File: src/rtl/systolic_seq_ctrl_if.sv
// Operand write port, start/status handshake and array edge bus for the
// systolic sequencer. The master drives writes and start; the slave (the
// sequencer) drives status and the edge operands.
interface systolic_seq_ctrl_if #(
  parameter int N  = 4,
  parameter int DW = 8
);
  logic                  wr_en;
  logic                  wr_sel;
  logic [$clog2(N)-1:0]  wr_row;
  logic [$clog2(N)-1:0]  wr_col;
  logic [DW-1:0]         wr_data;
  logic                  start;
  logic                  busy;
  logic                  done;
  logic                  arr_clr;
  logic                  wr_drop;
  logic [N*DW-1:0]       a_edge;
  logic [N*DW-1:0]       w_edge;

  modport master (
    output wr_en, wr_sel, wr_row, wr_col, wr_data, start,
    input  busy, done, arr_clr, wr_drop, a_edge, w_edge
  );

  modport slave (
    input  wr_en, wr_sel, wr_row, wr_col, wr_data, start,
    output busy, done, arr_clr, wr_drop, a_edge, w_edge
  );
endinterface

File: src/rtl/systolic_seq_ctrl.sv
// Sequencer for an NxN systolic MAC array. Buffers A and B locally, then on
// start clears the array, streams skewed A rows (west) and B columns (north),
// waits a fixed drain time and pulses done.

// One edge lane: lane L emits element (t-L) of its row/column while that
// index is inside the skew window, and zero outside it.
module systolic_seq_lane #(
  parameter int N    = 4,
  parameter int DW   = 8,
  parameter int TW   = 3,
  parameter int LANE = 0
) (
  input  logic [TW-1:0]        t,
  input  logic                 en,
  input  logic [N-1:0][DW-1:0] a_row,
  input  logic [N-1:0][DW-1:0] b_col,
  output logic [DW-1:0]        a_out,
  output logic [DW-1:0]        w_out
);
  localparam int RW = $clog2(N);

  logic [TW-1:0] k;
  logic          in_win;

  // Skew window select; zero padding keeps the array's accumulations exact.
  always_comb begin
    k      = t - TW'(LANE);
    in_win = en && (t >= TW'(LANE)) && (k < TW'(N));
    a_out  = '0;
    w_out  = '0;
    if (in_win) begin
      a_out = a_row[k[RW-1:0]];
      w_out = b_col[k[RW-1:0]];
    end
  end
endmodule

module systolic_seq_ctrl #(
  parameter int N         = 4,
  parameter int DW        = 8,
  parameter int DRAIN_CYC = 8
) (
  input  logic                clk,
  input  logic                reset,
  systolic_seq_ctrl_if.slave  bus
);
  localparam int TW  = $clog2(2*N-1);
  localparam int DCW = $clog2(DRAIN_CYC+1);

  localparam logic [2:0] IDLE  = 3'd0;
  localparam logic [2:0] CLEAR = 3'd1;
  localparam logic [2:0] FEED  = 3'd2;
  localparam logic [2:0] DRAIN = 3'd3;
  localparam logic [2:0] DONE  = 3'd4;

  logic [2:0]     state, state_nxt;
  logic [TW-1:0]  t, t_nxt;
  logic [DCW-1:0] dcnt, dcnt_nxt;

  // a_buf[row][col], b_buf[row][col]; b_cols is B transposed for column lanes
  logic [N-1:0][N-1:0][DW-1:0] a_buf, b_buf, b_cols;
  logic [N-1:0][DW-1:0]        a_nxt, w_nxt;

  // Next-state and counter update; counters reload on entry and hold at exit.
  always_comb begin
    state_nxt = state;
    t_nxt     = t;
    dcnt_nxt  = dcnt;
    case (state)
      IDLE:  if (bus.start) state_nxt = CLEAR;
      CLEAR: begin
        state_nxt = FEED;
        t_nxt     = '0;
      end
      FEED: begin
        if (t == TW'(2*N-2)) begin
          state_nxt = DRAIN;
          dcnt_nxt  = '0;
        end else begin
          t_nxt = t + 1'b1;
        end
      end
      DRAIN: begin
        if (dcnt == DCW'(DRAIN_CYC-1)) state_nxt = DONE;
        else                           dcnt_nxt  = dcnt + 1'b1;
      end
      DONE:    state_nxt = IDLE;
      default: state_nxt = IDLE;
    endcase
  end

  // Edge operands are precomputed from the next beat so the outputs register cleanly.
  generate
    for (genvar j = 0; j < N; j++) begin : g_tr
      for (genvar k = 0; k < N; k++) begin : g_tr_k
        assign b_cols[j][k] = b_buf[k][j];
      end
    end
    for (genvar i = 0; i < N; i++) begin : g_lane
      systolic_seq_lane #(.N(N), .DW(DW), .TW(TW), .LANE(i)) u_lane (
        .t     (t_nxt),
        .en    (state_nxt == FEED),
        .a_row (a_buf[i]),
        .b_col (b_cols[i]),
        .a_out (a_nxt[i]),
        .w_out (w_nxt[i])
      );
    end
  endgenerate

  // FSM, counters and registered status/edge outputs.
  always_ff @(posedge clk or posedge reset) begin
    if (reset) begin
      state       <= IDLE;
      t           <= '0;
      dcnt        <= '0;
      bus.busy    <= 1'b0;
      bus.done    <= 1'b0;
      bus.arr_clr <= 1'b0;
      bus.wr_drop <= 1'b0;
      bus.a_edge  <= '0;
      bus.w_edge  <= '0;
    end else begin
      state       <= state_nxt;
      t           <= t_nxt;
      dcnt        <= dcnt_nxt;
      bus.busy    <= (state_nxt != IDLE);
      bus.done    <= (state_nxt == DONE);
      bus.arr_clr <= (state_nxt == CLEAR);
      bus.wr_drop <= bus.wr_en && (state != IDLE);
      bus.a_edge  <= a_nxt;
      bus.w_edge  <= w_nxt;
    end
  end

  // Operand buffer writes, accepted only while idle.
  always_ff @(posedge clk or posedge reset) begin
    if (reset) begin
      a_buf <= '0;
      b_buf <= '0;
    end else if (bus.wr_en && state == IDLE) begin
      if (bus.wr_sel) b_buf[bus.wr_row][bus.wr_col] <= bus.wr_data;
      else            a_buf[bus.wr_row][bus.wr_col] <= bus.wr_data;
    end
  end
endmodule

File: src/flat_wrapper.sv
// flat-port wrapper written by rule: the top's interface ports become plain ports
module systolic_seq_ctrl_flat 
#(
  parameter int N         = 4,
  parameter int DW        = 8,
  parameter int DRAIN_CYC = 8
)
  (clk, reset, bus_wr_en, bus_wr_sel, bus_wr_row, bus_wr_col, bus_wr_data, bus_start, bus_busy, bus_done, bus_arr_clr, bus_wr_drop, bus_a_edge, bus_w_edge);
  systolic_seq_ctrl_if #(.N(N), .DW(DW)) bus_i ();
  input  logic clk;
  input  logic reset;
  input wire logic [$bits(bus_i.wr_en)-1:0] bus_wr_en;
  input wire logic [$bits(bus_i.wr_sel)-1:0] bus_wr_sel;
  input wire logic [$bits(bus_i.wr_row)-1:0] bus_wr_row;
  input wire logic [$bits(bus_i.wr_col)-1:0] bus_wr_col;
  input wire logic [$bits(bus_i.wr_data)-1:0] bus_wr_data;
  input wire logic [$bits(bus_i.start)-1:0] bus_start;
  output wire logic [$bits(bus_i.busy)-1:0] bus_busy;
  output wire logic [$bits(bus_i.done)-1:0] bus_done;
  output wire logic [$bits(bus_i.arr_clr)-1:0] bus_arr_clr;
  output wire logic [$bits(bus_i.wr_drop)-1:0] bus_wr_drop;
  output wire logic [$bits(bus_i.a_edge)-1:0] bus_a_edge;
  output wire logic [$bits(bus_i.w_edge)-1:0] bus_w_edge;
  assign bus_i.wr_en = bus_wr_en;
  assign bus_i.wr_sel = bus_wr_sel;
  assign bus_i.wr_row = bus_wr_row;
  assign bus_i.wr_col = bus_wr_col;
  assign bus_i.wr_data = bus_wr_data;
  assign bus_i.start = bus_start;
  assign bus_busy = bus_i.busy;
  assign bus_done = bus_i.done;
  assign bus_arr_clr = bus_i.arr_clr;
  assign bus_wr_drop = bus_i.wr_drop;
  assign bus_a_edge = bus_i.a_edge;
  assign bus_w_edge = bus_i.w_edge;
  systolic_seq_ctrl #(.N(N), .DW(DW), .DRAIN_CYC(DRAIN_CYC)) u_core (.clk(clk), .reset(reset), .bus(bus_i));
endmodule
File: config.mk
export PLATFORM = sky130hd
export DESIGN_NAME = systolic_seq_ctrl_flat
export DESIGN_NICKNAME = d
export VERILOG_FILES = /design/src/rtl/systolic_seq_ctrl_if.sv /design/src/rtl/systolic_seq_ctrl.sv /design/src/flat_wrapper.sv
export SDC_FILE = /design/constraint.sdc
export NUM_CORES = 1
export LEC_CHECK = 0
export ABC_CLOCK_PERIOD_IN_PS = 19800
export BUFFER_PORTS_ARGS = -buffer_cell sky130_fd_sc_hd__buf_2
export CORE_MARGIN = 10
export CORE_UTILIZATION = 55
export DETAILED_ROUTE_END_ITERATION = 10
export GPL_ROUTABILITY_DRIVEN = 0
export PLACE_DENSITY = 0.73
export SLEW_MARGIN = 20
export SYNTH_ARGS = -nofsm -noshare
export SYNTH_HDL_FRONTEND = slang
export SYNTH_SLANG_ARGS = --single-unit
File: constraint.sdc
create_clock -name clk -period 19.8 [get_ports clk]
set_input_delay 5.94 -clock clk [delete_from_list [all_inputs] [get_ports clk]]
set_output_delay 5.94 -clock clk [all_outputs]
set_load 0.05 [all_outputs]
==> summary.txt <==
GRT
  • GRT Util Overall: a little under a fifth
  • Gr ovfl total: 0
  • First-pass GRT wire length: between 40000 and 50000 um
  • Initial antenna violation count: 0
  • Largest net degree at the start of global routing: 117
  • Vias in the first global route: ~8400

Setup path
  • CP Max Fanout: around 120
  • Reg-to-Reg Start: u_core.t[0]
  • Setup CP Type: input pin to asynchronous set/reset pin
  • Arrival time worst endpoint: 8320 ps
  • Startpoint Class: input pin
  • Worst Setup SP: reset
  • Setup crit end kind: asynchronous set/reset pin
  • Length in cells of the worst reg-to-reg path: 10
  • CP required: approximately 20000 ps

CTS
  • Clock root buffer: clkbuf_16
  • Clock transition at the registers of the reported paths: 60 ps
  • Post-CTS Setup Inserts: 0
  • Clock Tree Buf Depth: 3
  • Hold Buf Count CTS: 0
  • CTS Buf Count: 36
  • Clk sink count: ~330
  • CTS tree: yes
  • PostCTS Resize Cnt: 0
  • Clock latency at the later pin of the worst-skew pair: between 500 and 600 ps
  • H-tree depth: 2

Detailed routing
  • 1st-pass router iterations: 5
  • Routed len/inst: ~22 um
  • Iter 0 DRT Violations: ~460
  • Post-route ant nets: 0
  • Vias: around 7800
  • Final WL: 29200 um
  • Number of remaining DRC errors: 0
  • Vias/cell: around 5.8

Timing
  • Fin crit share: about 39%
  • Clock skew: 11.1 ps
  • # setup viols final: 0
  • Final Hold Vio Count: 0
  • RSZ-0062 raised after global routing: no
  • Total negative slack: 0 ps
  • Peak Freq: between 100 and 150 MHz
  • Min Clock Period, post-route: about 7800 ps
  • Slew Viols, Final: 0
  • Worst slew margin: roughly a third
  • Worst-margin pin slew: between 900 and 1000 ps

Logic synthesis
  • Synthesized Nets: 934
  • Seq cells post-synth: 334
  • Synth Area per Inst: 15.5 um^2
  • Number of synthesis warnings: 0
  • Top-count cell post-synth: dfrtp_1
  • Syn Inst Count: slightly above 900
  • Cell taking the most area after synthesis: dfrtp_1
  • FFs w/ async S/R, synth: 100%
  • Synth top area share: approximately three fifths
  • Post-synth cell types: 52
  • Commonest cells post-synth: 334 x dfrtp_1, 257 x mux2_2, 45 x mux4_2
  • Synth Flop Type: dfrtp_1
  • Sequential area share after synthesis: just under 60%
  • EDFF count, synth: 0
  • Top cells by area, synth: dfrtp_1 59%, mux2_2 20%, mux4_2 7.2%
  • Syn Std Cell Area: around 0.014 mm^2

Layout
  • Non-Filler Instances: between 1000 and 1500
  • # diodes: 0
  • Layout Utilization: between 60% and 70%
  • Layout Nets: approximately 1000
  • Area delta synth->final: 13.0%
  • Layout cells sized above 1: 48.1%

Floorplan
  • Core box area: approximately 0.025 mm^2
  • Die width: ~180 um
  • Die Ht: between 150 and 200 um
  • Die area: 0.0325 mm^2
  • Initial Util: 55.9%
  • IO Pins: 85
  • Core Rows: 58

Placement
  • IO buf count: 84
  • Dpl hpwl: roughly 18000 um
  • DP Cell Count: roughly 1300

Min path
  • Worst Min Path Start: u_core.dcnt[3]
  • Hold Crit Class: register to register
  • Hold path depth: 1

Pwr
  • Worst vdd ir: about 0.11 mV
  • LEAKAGE: just under 8 nW
  • Pwr Total: 2.23 mW
  • PwrDens: between 100 and 150 mW/mm^2

Run
  • Max-cap viol count: 0

Status
  • Run status: finished clean
-- logic make-up after synthesis --
kind of cell	synth area share, %
flops	59.2
compound gates	3.49
xor+xnor	0.124
mux	28.7
simple gates	5.90
fa+ha+maj	0.708
buf+inv	1.97
-- final timing paths --
kind / to / slack, ps
worst max-delay path: u_core.bus.a_edge[6] / 12000
worst min-delay path: u_core.bus.done / 470
worst max register to register: u_core.bus.a_edge[24] / 15900
worst min register to register: u_core.bus.done / 470
max in group clk: u_core.a_buf[16] / 12560
min in group asynchronous: u_core.dcnt[1] / 5540
-- report_power, final --
part | total [mW] | switching [mW] | internal (mW)
logic | 0.705 | 0.412 | 0.293
clock network | 0.665 | 0.257 | 0.408
registers | 0.863 | 0.0630 | 0.800
total | 2.23 | 0.732 | 1.50
-- final cells by class --
| class | instances | area [um^2] |
|---|---|---|
| fillers | 1883 | 9290 |
| clock inverters | 9 | 120 |
| repair buffers | 92 | 480 |
| well taps | 330 | 413 |
| clock buffers | 54 | 1060 |
| inverters | 7 | 38.8 |
| flip-flops and latches | 334 | 8360 |
| multi-input cells | 515 | 5490 |
-- worst max-delay path, stage by stage --
cell and delay (ps):
buf_2 130, inv_8 490, buf_4 850, buf_4 820
-- flip-flops by register name, summed over array words and instances (netlist names), 3 cells and up --
signal             flops
u_core.bus.w_edge     32
u_core.dcnt            4
u_core.b_buf         128
u_core.t               3
u_core.bus.a_edge     32
u_core.state           3
u_core.a_buf         128
-- layer usage --
| layer | up-vias | track usage (%) | part of all wire [%] |
|---|---|---|---|
| li1 | 3456 | - | - |
| met1 | 4134 | 23.4 | 42 |
| met2 | 150 | 30.3 | 51 |
| met3 | 38 | 3.45 | 4.8 |
| met4 | 0 | 4.89 | 2.0 |
| met5 | - | 0 | 0 |
-- layout by cell type (no fill, tap or decap), types with 14 or more instances in the layout --
cell type	synthesis	layout
dfrtp_1	334	334
mux2_2	257	257
buf_2	11	84
mux4_2	45	45
clkbuf_16	0	37
and2_1	35	35
a22oi_1	28	28
nand2_1	21	21
nor2b_1	21	21
nor2_2	15	15
a21boi_0	14	14
-- metrics by stage --
step	instance area, um^2	hold WS [ps]	setup WS, ps
floorplan	14100	431	4610
global placement	14800	453	11290
detailed placement	14800	461	11280
CTS	16000	469	11800
global route	16000	485	11470
finish	16000	468	12000
(Power assumes the default switching activity.)
